### config.mk
export PLATFORM = sky130hd
export DESIGN_NAME = irqregister_n
export DESIGN_NICKNAME = d
export VERILOG_FILES = /design/src/rtl/irqregister_n.sv
export SDC_FILE = /design/constraint.sdc
export NUM_CORES = 1
export LEC_CHECK = 0
export ABC_CLOCK_PERIOD_IN_PS = 2050
export CAP_MARGIN = 40
export CORE_MARGIN = 2
export CORE_UTILIZATION = 42
export CTS_BUF_LIST = sky130_fd_sc_hd__clkbuf_4 sky130_fd_sc_hd__clkbuf_8
export CTS_CLUSTER_SIZE = 40
export DETAILED_ROUTE_END_ITERATION = 8
export GPL_TIMING_DRIVEN = 0
export PLACE_DENSITY = 0.95
export SLEW_MARGIN = 20
export SYNTH_ARGS = -nofsm -noshare
export SYNTH_HDL_FRONTEND = slang
export SYNTH_SLANG_ARGS = --single-unit
### constraint.sdc
create_clock -name clk -period 2.05 [get_ports clk]
set_clock_uncertainty 0.1 [all_clocks]
set_input_delay 0.41 -clock clk [delete_from_list [all_inputs] [get_ports clk]]
set_output_delay 0.41 -clock clk [all_outputs]
set_load 0.005 [all_outputs]
### src/rtl/irqregister_n.sv
// Interrupt register for the CAN controller CPU interface: per-source pending,
// enable and overflow bits, a global on/off bit, and a registered IRQ/priority output.
module irqregister_n #(
  parameter int NSRC  = 3,
  parameter bit PULSE = 1'b0
) (
  input  logic              clk,
  input  logic              rst,
  input  logic              cpu,
  input  logic [3*NSRC:0]   wdata,
  input  logic [NSRC-1:0]   can_set,
  output logic [3*NSRC:0]   register,
  output logic              irq,
  output logic [2:0]        irqvec
);

  logic [NSRC-1:0] pend_p0, en_p0, ovf_p0;
  logic            onoff_p0;
  logic            req_p1;

  logic [NSRC-1:0] clr_pend, clr_ovf, pend_n, ovf_n, act;
  logic            req;

  function automatic logic [2:0] lowest_idx(input logic [NSRC-1:0] v);
    lowest_idx = 3'd0;
    for (int i = NSRC - 1; i >= 0; i--) begin
      if (v[i]) lowest_idx = 3'(i);
    end
  endfunction

  // A controller event wins over a CPU clear of the same bit; an overflow
  // is only recorded when the earlier event is still unacknowledged.
  always_comb begin
    clr_pend = cpu ? ~wdata[NSRC-1:0] : '0;
    clr_ovf  = cpu ? ~wdata[3*NSRC-1:2*NSRC] : '0;
    pend_n   = can_set | (pend_p0 & ~clr_pend);
    ovf_n    = (can_set & pend_p0 & ~clr_pend) | (ovf_p0 & ~clr_ovf);
    act      = {NSRC{onoff_p0}} & en_p0 & pend_p0;
    req      = |act;
  end

  // Stage p0: register contents
  always_ff @(posedge clk or posedge rst) begin
    if (rst) begin
      pend_p0  <= '0;
      en_p0    <= '0;
      ovf_p0   <= '0;
      onoff_p0 <= 1'b0;
    end else begin
      pend_p0 <= pend_n;
      ovf_p0  <= ovf_n;
      if (cpu) begin
        en_p0    <= wdata[2*NSRC-1:NSRC];
        onoff_p0 <= wdata[3*NSRC];
      end
    end
  end

  // Stage p1: host-facing request outputs
  always_ff @(posedge clk or posedge rst) begin
    if (rst) begin
      irq    <= 1'b0;
      irqvec <= 3'd0;
      req_p1 <= 1'b0;
    end else begin
      req_p1 <= req;
      irqvec <= lowest_idx(act);
      if (PULSE) irq <= req & ~req_p1;
      else       irq <= req;
    end
  end

  assign register = {onoff_p0, ovf_p0, en_p0, pend_p0};

endmodule
==> impl_metrics.py, run 1 <==
metrics = {
    "floorplanning": {
        "io_pins": 30,
        "start_util_pct": 43.5,
        "die_height_um": 40.2,
        "die_w_um": 40.2,
        "rows": 13,
        "dieArea_um2": 1620,
        "core_area_um2": 1270,
    },
    "global_routing": {
        "grt_max_degree": 14,
        "grt_pass1_wl_um": 1880,
        "grt_util_all_layers_pct": 19.2,
        "grt_remaining_overflow": 0,
        "antenna_found_initial": 0,
        "grt_pass1_vias": 462,
    },
    "synth": {
        "yosysWarnings": 0,
        "netlist.area_leader.share_pct": 59.0,
        "yosys-top-cells-area": "dfrtp_1 (59%), mux2_4 (8.2%), a32oi_1 (4.8%)",
        "synthCells": 45,
        "synth_area_per_cell_um2": 12.3,
        "synth_cell_types": 15,
        "ys_seq_area_share_pct": 59.0,
        "synth_seq_cells": 13,
        "synth_area_um2": 552,
        "synth_top_area_cell": "dfrtp_1",
        "syn_nets": 61,
    },
    "setup_path": {
        "end_kind": "output port",
        "path_class": "register to output port",
        "slowest_delay_ns": 0.53,
        "crit_chain": "clkdlybuf4s50_1",
        "startpoint_type": "register",
        "cp_slowest_cell": "clkdlybuf4s50_1",
        "r2r_cells": 2,
        "crit_cells": 1,
        "path_delay_family": "buffers and inverters",
        "arrival_ns": 1.22,
        "critical_path_buf_inv_count": 1,
        "crit_required_ns": 1.54,
        "cp_max_fo": 5,
    },
    "worst_hold_path": {
        "hp-class": "primary input to async pin",
    },
    "sta": {
        "fin_setup_tns_ns": 0,
        "setup_violations": 0,
        "min_period_over_period_pct": 84.5,
        "drv_slew": 0,
        "grt_setup_unrepaired": "no",
        "hold_viol_final": 0,
        "fmax_mhz": 577,
        "period_needed_ns": 1.73,
    },
    "status": {
        "status": "completed",
    },
    "detailed_routing": {
        "viasPerCell": 5.16,
        "post_drt_wl_per_cell_um": 12.9,
        "wirelength_um": 1190,
        "remaining_drc_errors": 0,
        "first_pass_iters": 4,
        "ant_nets": 0,
        "drt_iter0_drc": 3,
        "vias": 475,
    },
    "clocking": {
        "cts_sinks": 13,
        "cts-root-buf": "clkbuf_4",
        "clockBufferDepth": 2,
        "cts_buffers": 3,
        "clock_latency_ns": 0.27,
        "path_clk_slew_ns": 0.08,
        "cts_resized": 0,
        "htree_levels": 1,
        "cts_hold_buf": 0,
        "cts_setup_buffers": 0,
        "cts_tree": "done",
    },
    "power_and_ir_drop": {
        "p_leak_nw": 0.383,
        "power_density_nw_per_um2": 680,
        "ir_drop_mv": 0.352,
    },
    "layout": {
        "drive_gt1_share_pct": 14.3,
        "final_cell_mix": "clkdlybuf4s50_1 (28), dfrtp_1 (13), nand2_1 (4), o21ai_0 (4), clkbuf_4 (4)",
        "final_util_pct": 69.4,
        "final_common_cell": "clkdlybuf4s50_1",
        "fin_nets": 94,
        "area_growth_pct": 59.6,
        "antenna_cells": 0,
    },
    "run": {
        "maxCapViolCount": 0,
    },
    "placed_design": {
        "io_buffers": 28,
        "gp_congestion": 0.587,
        "dp_hpwl_um": 931,
    },
}
## registers in the layout, summed over array words and instances, names as in the netlist
name and count:
en_p0 3, ovf_p0 3, pend_p0 3, irqvec 2, irq 1, onoff_p0 1
## synth_stat cells, drive strengths merged
cell	count
dfrtp	13
conb	1
o21ai	4
a21oi	3
and4bb	1
a32oi	3
inv	2
nand2b	3
buf	3
a31oi	1
mux2	3
nand2	4
nor3b	1
a21o	3
## worst paths after layout
check	to	slack [ns]	from
hold reg to reg	ovf_p0[0]$_DFF_PP0_	0.44	ovf_p0[0]$_DFF_PP0_
setup / recovery	register[0]	0.32	pend_p0[0]$_DFF_PP0_
max in group asynchronous	ovf_p0[2]$_DFF_PP0_	1.18	rst
min in group clk	ovf_p0[0]$_DFF_PP0_	0.44	ovf_p0[0]$_DFF_PP0_
setup reg to reg	irqvec[0]$_DFF_PP0_	1.05	pend_p0[0]$_DFF_PP0_
hold / removal	irqvec[1]$_DFF_PP0_	0.36	rst
## layer usage
| layer | GRT usage (%) | vias up | share of wire, % |
|---|---|---|---|
| met1 | 19.8 | 222 | 40 |
| met4 | 12.5 | 0 | 0.67 |
| met2 | 31.5 | 28 | 51 |
| li1 | - | 223 | - |
| met3 | 8.33 | 2 | 7.8 |
| met5 | 0 | - | 0 |
## cell families after synthesis
logic type / Yosys count / synth area share [%]
other: 1 / 0.680
muxes: 3 / 8.16
and+or+nand+nor: 9 / 9.75
DFF: 13 / 59.0
AOI/OAI and AO/OA: 14 / 16.3
buffers and inverters: 5 / 6.12
## area by class of cell
cell class,instances,area (um^2)
Timing Repair Buffer,28,280
Inverter,2,7.51
Sequential cell,13,325
Fill cell,113,388
Buffer,3,26.3
Multi-Input combinational cell,27,193
Clock buffer,4,30.0
Tap cell,15,18.8
## stage by stage
stage / hold WS [ns] / cell area, um^2 / setup slack, ns / total power [mW] / cells
detailed placement: 0.420 / 851 / 0.453 / 0.436 / 88
global placement: 0.405 / 851 / 0.470 / 0.430 / 88
floorplan: 0.187 / 552 / 1.02 / 0.348 / 45
CTS: 0.368 / 881 / 0.304 / 0.608 / 92
finish: 0.355 / 881 / 0.318 / 0.599 / 92
global route: 0.397 / 881 / 0.248 / 0.634 / 92
## power by group
part,internal (mW),switching (mW)
sequential,0.279,0.0175
combinational,0.0912,0.0414
clock,0.0887,0.0814
Note: power is estimated with default switching activity, not from simulation.
==> inputs of run 2 (changes only) <==
--- a/config.mk
+++ b/config.mk
@@ -5,15 +5,15 @@
 export SDC_FILE = /design/constraint.sdc
 export NUM_CORES = 1
 export LEC_CHECK = 0
-export ABC_CLOCK_PERIOD_IN_PS = 2050
+export ABC_CLOCK_PERIOD_IN_PS = 1600
 export CAP_MARGIN = 40
 export CORE_MARGIN = 2
-export CORE_UTILIZATION = 42
+export CORE_UTILIZATION = 39
 export CTS_BUF_LIST = sky130_fd_sc_hd__clkbuf_4 sky130_fd_sc_hd__clkbuf_8
 export CTS_CLUSTER_SIZE = 40
 export DETAILED_ROUTE_END_ITERATION = 8
 export GPL_TIMING_DRIVEN = 0
-export PLACE_DENSITY = 0.95
+export PLACE_DENSITY = 0.89
 export SLEW_MARGIN = 20
 export SYNTH_ARGS = -nofsm -noshare
 export SYNTH_HDL_FRONTEND = slang
==> constraint.sdc (replaced) <==
create_clock -name clk -period 1.6 [get_ports clk]
set_clock_uncertainty 0.1 [all_clocks]
set_input_delay 0.32 -clock clk [delete_from_list [all_inputs] [get_ports clk]]
set_output_delay 0.32 -clock clk [all_outputs]
set_load 0.005 [all_outputs]
==> impl_metrics.py, run 2 (synthesis results as in run 1) <==
metrics = {
    "global_routing": {
        "grt_util_all_layers_pct": 15.9,
        "grt_pass1_wl_um": 2080,
        "antenna_found_initial": 0,
        "grt_pass1_vias": 463,
        "grt_max_degree": 14,
        "grt_remaining_overflow": 0,
    },
    "layout": {
        "final_util_pct": 72.8,
        "drive_gt1_share_pct": 23.3,
        "reg_top3": "en_p0: 3 flops, ovf_p0: 3 flops, pend_p0: 3 flops",
        "fillers": 88,
        "area_growth_pct": 73.9,
        "fin_nets": 103,
        "antenna_cells": 0,
        "final_common_cell": "clkdlybuf4s50_1",
        "final_cell_mix": "clkdlybuf4s50_1 (22), dfrtp_1 (13), buf_4 (11)",
    },
    "floorplanning": {
        "dieArea_um2": 1730,
        "die_w_um": 41.6,
        "io_pins": 30,
        "rows": 13,
        "die_height_um": 41.6,
        "start_util_pct": 41.9,
        "core_area_um2": 1320,
    },
    "detailed_routing": {
        "first_pass_iters": 4,
        "post_drt_wl_per_cell_um": 12.9,
        "drt_iter0_drc": 10,
        "wirelength_um": 1300,
        "ant_nets": 0,
        "remaining_drc_errors": 0,
        "vias": 499,
        "viasPerCell": 4.94,
    },
    "clocking": {
        "htree_levels": 1,
        "clock_latency_ns": 0.28,
        "cts_tree": "done",
        "cts_sinks": 13,
        "path_clk_slew_ns": 0.08,
        "clockBufferDepth": 2,
        "cts_buffers": 3,
        "cts-root-buf": "clkbuf_4",
        "cts_hold_buf": 0,
    },
    "placed_design": {
        "io_buffers": 28,
        "gp_congestion": 0.679,
    },
    "setup_path": {
        "cp_slowest_cell": "clkdlybuf4s50_1",
        "critical_path_buf_inv_count": 1,
        "startpoint_type": "register",
        "path_delay_family": "buffers and inverters",
        "crit_required_ns": 1.18,
        "slowest_delay_ns": 0.50,
        "end_kind": "output port",
        "cp_max_fo": 2,
        "arrival_ns": 1.14,
        "path_class": "register to output port",
        "crit_chain": "clkdlybuf4s50_1",
    },
    "sta": {
        "period_needed_ns": 1.56,
        "min_period_over_period_pct": 97.7,
        "fmax_mhz": 639,
        "drv_slew": 0,
        "hold_viol_final": 0,
        "fin_setup_tns_ns": 0,
        "grt_setup_unrepaired": "no",
        "setup_violations": 0,
    },
    "power_and_ir_drop": {
        "p_leak_nw": 0.460,
        "power_density_nw_per_um2": 835,
        "ir_drop_mv": 0.475,
        "fin_total_pwr_uw": 801,
    },
    "run": {
        "maxCapViolCount": 0,
    },
    "status": {
        "status": "completed",
    },
    "worst_hold_path": {
        "hp-class": "primary input to async pin",
    },
}
-- run 2: cell types whose count changed in the layout (fill, tap and decap cells not counted) --
cell             previous run  this run
clkdlybuf4s50_1            28        22
dlygate4sd2_1               0         1
buf_4                       2        11
dlymetal6s2s_1              0         5
-- run 2: power breakdown --
| part | switching [mW] | internal (mW) |
|---|---|---|
| Clock | 0.112 | 0.114 |
| Combinational | 0.0670 | 0.137 |
| Sequential | 0.0146 | 0.358 |
| Total | 0.193 | 0.608 |
-- run 2: path summary, 6_finish.rpt --
path                                 startpoint              endpoint  slack (ns)  cells past startpoint
min in group clk            ovf_p0[0]$_DFF_PP0_   ovf_p0[0]$_DFF_PP0_        0.43                      2
hold reg to reg             ovf_p0[0]$_DFF_PP0_   ovf_p0[0]$_DFF_PP0_        0.43                      2
setup / recovery           pend_p0[0]$_DFF_PP0_           register[0]        0.04                      1
hold / removal                              rst  en_p0[1]$_DFFE_PP0P_        0.25                      2
setup reg to reg            ovf_p0[1]$_DFF_PP0_   ovf_p0[1]$_DFF_PP0_        0.50                      4
max in group asynchronous                   rst   ovf_p0[2]$_DFF_PP0_        0.82                      2
-- run 2: per-stage QoR --
step                std cells  area [um^2]  hold slack [ns]  worst slack (ns)
floorplan                  45          552           0.0970             0.659
global placement           88          851            0.402             0.103
detailed placement         88          851            0.416            0.0941
CTS                        98          925            0.274          0.000597
global route              101          960            0.340           0.00923
finish                    101          960            0.249            0.0362
-- run 2: area by class of cell --
cell class | count | area, um^2 | area share (%)
Buffer | 3 | 26.3 | 2.74
Clock buffer | 4 | 30.0 | 3.13
Inverter | 2 | 7.51 | 0.782
Multi-Input combinational cell | 27 | 193 | 20.1
Sequential cell | 13 | 325 | 33.9
Tap cell | 15 | 18.8 | 1.96
Timing Repair Buffer | 37 | 359 | 37.4
-- run 2: worst register-to-register path, cell delays in order (launching register included) --
cell     delay [ns]
dfrtp_1        0.39
buf_4          0.13
buf_4          0.12
a32oi_1        0.14
o21ai_0        0.10
-- run 2: timing repair --
item	4_1_cts	5_1_grt
cloned	0	0
setup buffers	6	3
gates resized for setup	1	5
hold endpoints to repair	0	0
setup endpoints to repair	7	6
-- run 2: layer usage --
metal	wire, um	vias to the layer above	part of all wire (%)	global-route usage (%)
met3	51	3	3.9	3.04
li1	-	242	-	-
met4	27	0	2.1	7.74
met5	0	-	0	0
met2	706	18	54	26.9
met1	517	236	40	19.2
==> variant 1, RTL diff (settings of run 2) <==
Add an input register stage for `cpu`, `wdata` and `can_set`, cleared by the reset; this delays them by one clock.
--- a/src/rtl/irqregister_n.sv
+++ b/src/rtl/irqregister_n.sv
@@ -13,6 +13,22 @@
   output logic              irq,
   output logic [2:0]        irqvec
 );
+
+  logic cpu_q;
+  logic [3*NSRC:0] wdata_q;
+  logic [NSRC-1:0] can_set_q;
+
+  always_ff @(posedge clk or posedge rst) begin
+    if (rst) begin
+      cpu_q     <= '0;
+      wdata_q   <= '0;
+      can_set_q <= '0;
+    end else begin
+      cpu_q     <= cpu;
+      wdata_q   <= wdata;
+      can_set_q <= can_set;
+    end
+  end
 
   logic [NSRC-1:0] pend_p0, en_p0, ovf_p0;
   logic            onoff_p0;
@@ -31,10 +47,10 @@
   // A controller event wins over a CPU clear of the same bit; an overflow
   // is only recorded when the earlier event is still unacknowledged.
   always_comb begin
-    clr_pend = cpu ? ~wdata[NSRC-1:0] : '0;
-    clr_ovf  = cpu ? ~wdata[3*NSRC-1:2*NSRC] : '0;
-    pend_n   = can_set | (pend_p0 & ~clr_pend);
-    ovf_n    = (can_set & pend_p0 & ~clr_pend) | (ovf_p0 & ~clr_ovf);
+    clr_pend = cpu_q ? ~wdata_q[NSRC-1:0] : '0;
+    clr_ovf  = cpu_q ? ~wdata_q[3*NSRC-1:2*NSRC] : '0;
+    pend_n   = can_set_q | (pend_p0 & ~clr_pend);
+    ovf_n    = (can_set_q & pend_p0 & ~clr_pend) | (ovf_p0 & ~clr_ovf);
     act      = {NSRC{onoff_p0}} & en_p0 & pend_p0;
     req      = |act;
   end
@@ -49,9 +65,9 @@
     end else begin
       pend_p0 <= pend_n;
       ovf_p0  <= ovf_n;
-      if (cpu) begin
-        en_p0    <= wdata[2*NSRC-1:NSRC];
-        onoff_p0 <= wdata[3*NSRC];
+      if (cpu_q) begin
+        en_p0    <= wdata_q[2*NSRC-1:NSRC];
+        onoff_p0 <= wdata_q[3*NSRC];
       end
     end
   end
Check against the original RTL: not equivalent (a bounded check fails within 4 cycles, from zero or initial values and one cycle with rst high).
==> variant 1 against run 2 <==
- wire length increased by 20%
- sequential cell count increased by 14
- critical path type unchanged
- first-iteration DRC count decreased by 70%
- sequential power increased by 100%
- register-to-register slack got worse by 0.11 ns
- setup slack improved by 0.067 ns
- final area increased by 39%
- count of clock-buffer cells in the layout unchanged
- critical endpoint is now register[9]
- highest routed layer is now met3
- power increased by 55%
- global-route usage decreased by 2.1 points
- synthesized area increased by 61%
==> variant 1: results (changes against run 2) <==
- Status: completed
* Met1 usage: 15.2% (-3.9 points)
- Setup slack at placement: 0.223 ns (+0.129 ns)
- The instance area at placement is 0.00123 sq mm (+45%).
- Main area contributors after synthesis: sky130_fd_sc_hd__dfrtp_1, sky130_fd_sc_hd__mux2_2, sky130_fd_sc_hd__nand2b_1
- The pin count of the biggest net entering global routing is 21 (+7).
- Most numerous cell types in the synthesized netlist: sky130_fd_sc_hd__dfrtp_1, sky130_fd_sc_hd__nand2b_1, sky130_fd_sc_hd__a21o_1, sky130_fd_sc_hd__a21oi_1, sky130_fd_sc_hd__mux2_2
- Data arrival, critical path: 1.08 ns (-0.06 ns)
- The fraction of final layout cells sized beyond drive strength 1 came to 22.0% (-1.3 points).
- The leakage dissipation came to 0.659 nW (+43%).
* VDD IR-drop max: 0.638 mV (+34%)
* Layout net count: 117 (+14%)
* Worst slack on hold paths: 0.181 ns (-0.0683 ns)
- The post-synth net total came to 73 (+20%).
- The global-route usage over all layers is 13.8% (-2.1 points).
* Minimum clock period: 1.50 ns (-0.0670 ns)
- Capture instance of the worst register-to-register path: irqvec[1]
- The die outline area came to 0.00268 sq mm (+55%).
- Portion of the layout cell area used by clock cells: 2.25% (-0.88 points)
- Worst flop-to-flop path startpoint: en_p0[0]
- Starting DRC count in detailed routing: 3 (-7)
- Fraction of area in multi-input gates: 13.6% (-6.5 points)
* Average instance area after synthesis: 15.6 sq um (+27%)
- The storage element area was 676 sq um (+110%).
- Met3 usage in global routing: 3.45% (+0.40 points)
* Capturing instance or port of the critical path: register[9]
- The area fraction in compound gates after synthesis is 9.41% (-6.9 points).
- Fillers: 181 (+110%)
- The length of routed met2 wiring is 869 um (+23%).
- The amount of wire on met3 after detailed routing is 111 um (+120%).
* Critical path origin: onoff_p0
- The sequential area share after synthesis was 75.8% (+17 points).
- The clock input transition at the sequential cells of the worst setup and hold paths is 0.13 ns (+0.05 ns).
* Inst Count DP: 114 (+30%)
* Register-to-register path setup slack: 0.39 ns (-0.11 ns)
==> variant 1: changes by cell type after synthesis, moves of 2 or more <==
cell / delta
sky130_fd_sc_hd__nand2_1: -2
sky130_fd_sc_hd__mux2_4: -3
sky130_fd_sc_hd__a32oi_1: -2
sky130_fd_sc_hd__dfrtp_1: +14
sky130_fd_sc_hd__o21ai_0: -2
sky130_fd_sc_hd__a32o_1: +2
sky130_fd_sc_hd__mux2_2: +3
==> variant 1: what timing repair did <==
action	in CTS	in global routing
setup buffers	9	1
resized for setup	9	4
setup endpoints to repair	10	4
==> variant 1: where the power goes <==
group	switching, mW	total, mW	internal, mW
registers	0.0200	0.750	0.730
clock network	0.172	0.286	0.114
logic	0.0738	0.206	0.132
==> variant 1: critical path: stages (launching register included) <==
cell                            delay [ns]
sky130_fd_sc_hd__dfrtp_1              0.40
sky130_fd_sc_hd__buf_4                0.13
sky130_fd_sc_hd__dlygate4sd2_1        0.25
==> variant 2, RTL diff (flow settings as in run 2) <==
Without the edit above. The parameter `NSRC` goes from 3 to 6.
--- a/src/rtl/irqregister_n.sv
+++ b/src/rtl/irqregister_n.sv
@@ -1,7 +1,7 @@
 // Interrupt register for the CAN controller CPU interface: per-source pending,
 // enable and overflow bits, a global on/off bit, and a registered IRQ/priority output.
 module irqregister_n #(
-  parameter int NSRC  = 3,
+  parameter int NSRC  = 6,
   parameter bit PULSE = 1'b0
 ) (
   input  logic              clk,
Interface: changed (resized can_set, register and wdata); port bits go from 30 to 51. The function was not compared with the original's and may differ.
==> variant 2 against run 2 <==
- wire length grew 96%
- critical path depth is the same
- via count grew 75%
- setup slack gained 0.013 ns
- highest routed layer unchanged
- sequential cell count grew 10
- synthesized area grew 73%
- power grew 61%
- final area grew 73%
- utilization grew 0.69 points
- global-route usage grew 2.4 points
==> variant 2: results (changes against run 2) <==
- The post-detailed-route wirelength per cell is 14.6 um (+14%).
* Count of cell types in the netlist: 20 (+5)
- Met1 usage: 18.4% (-0.77 points)
- The fraction of final layout cells sized beyond drive strength 1 was 24.0% (+0.72 points).
- Number of instances in the synthesized netlist: 75 (+67%)
- Worst slack on hold paths: 0.214 ns (-0.0350 ns)
- Register-to-register path setup slack: 0.19 ns (-0.31 ns)
- Summed over all nets, the half-perimeter wirelength after detailed placement is between 1500 and 2000 um.
- First-pass GRT wire length: 3710 um (+78%)
- The count of nets after finishing is 175 (+70%).
- The startpoint identified for the worst register-to-register timing path is en_p0[2].
* Static leakage: 0.797 nW (+73%)
- The depth of the most critical reg-to-reg path is 5 (+1).
* Clock latency of the later-clocked register in the worst-skew pair: 0.30 ns (+0.02 ns)
* Adder-cell share of the synthesized area: 0% (unchanged)
- The number of DRC violations after detailed-routing iteration 0 came to 12 (+2).
- The most used flip-flop cell after synthesis is sky130_fd_sc_hd__dfrtp_1.
* Worst slew margin: 68.7%
* Fraction of power consumed by the clock network: 20.0% (-8.1 points)
* Power, Total: 1.29 mW (+61%)
- The sequential area share after synthesis came to 60.3% (+1.3 points).
- The via count of the first global-routing pass is 887 (+92%).
* Status: completed
* Net Count, Synth: 103 (+69%)
- The highest ir drop seen on vdd is 0.519 mV (+9.3%).
- The instance area at placement was 0.00150 sq mm (+76%).
- The clock input transition at the sequential cells of the worst setup and hold paths came to 0.12 ns (+0.04 ns).
* Mux cell area share after synthesis: 7.08% (-1.1 points)
* Critical path origin: irqvec[0]
- The post-cts sizing count is 12 (+11).
* RePlAce Congestion: 0.733 (+8.0%)
- Share of the synthesized area in compound gates (AO/OA/AOI/OAI): 15.5% (-0.86 points)
* Inst Count DP: 153 (+74%)
* Met2 Use GR: 35.8% (+8.9 points)
- The number of antenna diodes is 0 (unchanged).
* Most numerous cell types in the synthesized netlist: sky130_fd_sc_hd__dfrtp_1, sky130_fd_sc_hd__nand2b_1
- The peak fanout along the critical path was 1 (-1).
- The routed metal-1 wirelength is 954 um (+85%).
* Combined global-route utilization of all metal layers: 18.3% (+2.4 points)
- The worst setup slack after placement came to 0.228 ns (+0.134 ns).
- Detailed-routed wire length on met3: 180 um (+250%)
- The tree is rooted in a sky130_fd_sc_hd__clkbuf_4.
- The reported net switching power came to 0.324 mW (+67%).
- In this run the critical register-to-register path is captured at irqvec[2].
- Power of the sequential group: 0.662 mW (+78%)
- The fill cell total of the finished layout is 145 (+65%).
- Main area contributors after synthesis: sky130_fd_sc_hd__dfrtp_1, sky130_fd_sc_hd__nand2b_1, sky130_fd_sc_hd__mux2_2
- Met3 usage in global routing: 5.37% (+2.3 points)
- Leading registers by flop count: en_p0 (6), ovf_p0 (6), pend_p0 (6)
* Number of buffers inserted by port buffering: 49 (+75%)
- Met2 layer wire length in the routed design: 1400 um (+98%)
- The via count is 873 (+75%).
* Post CTS Setup Buffer Count: 15 (+9)
- The initial antenna violation count came to 0 (unchanged).
* Number of standard cells in the layout, taps in and fillers out: 174 (+72%)
==> variant 2: cell types whose count changed after synthesis, sizes merged, moves of 2 or more <==
cell / delta
a21oi: -3
dfrtp: +10
nand2b: +9
a32o: +6
nand2: +3
a22oi: +2
a21o: +3
o21ai: -3
a32oi: -3
mux2: +3
==> variant 2: layout make-up <==
cell class	instances	area [sq um]	share of cell area, %
sequential	23	576	34.7
multi-input combinational	47	354	21.4
timing repair buffer	67	641	38.6
buffer	3	17.5	1.06
clock inverter	1	5.00	0.302
inverter	2	7.51	0.453
tap	28	35.0	2.11
clock buffer	3	22.5	1.36
==> variant 2: worst max-delay path by stage <==
stage	endpoint	slack, ns	depth (start not counted)
2_1_floorplan	irqvec[2]	0.51	3
3_5_place_dp	register[2]	0.23	1
6_report	irqvec[0]	0.05	1
5_1_grt	irqvec[0]	0.009	1
3_3_place_gp	ovf_p0[3]	0.13	2
4_1_cts	register[7]	0.00007	1
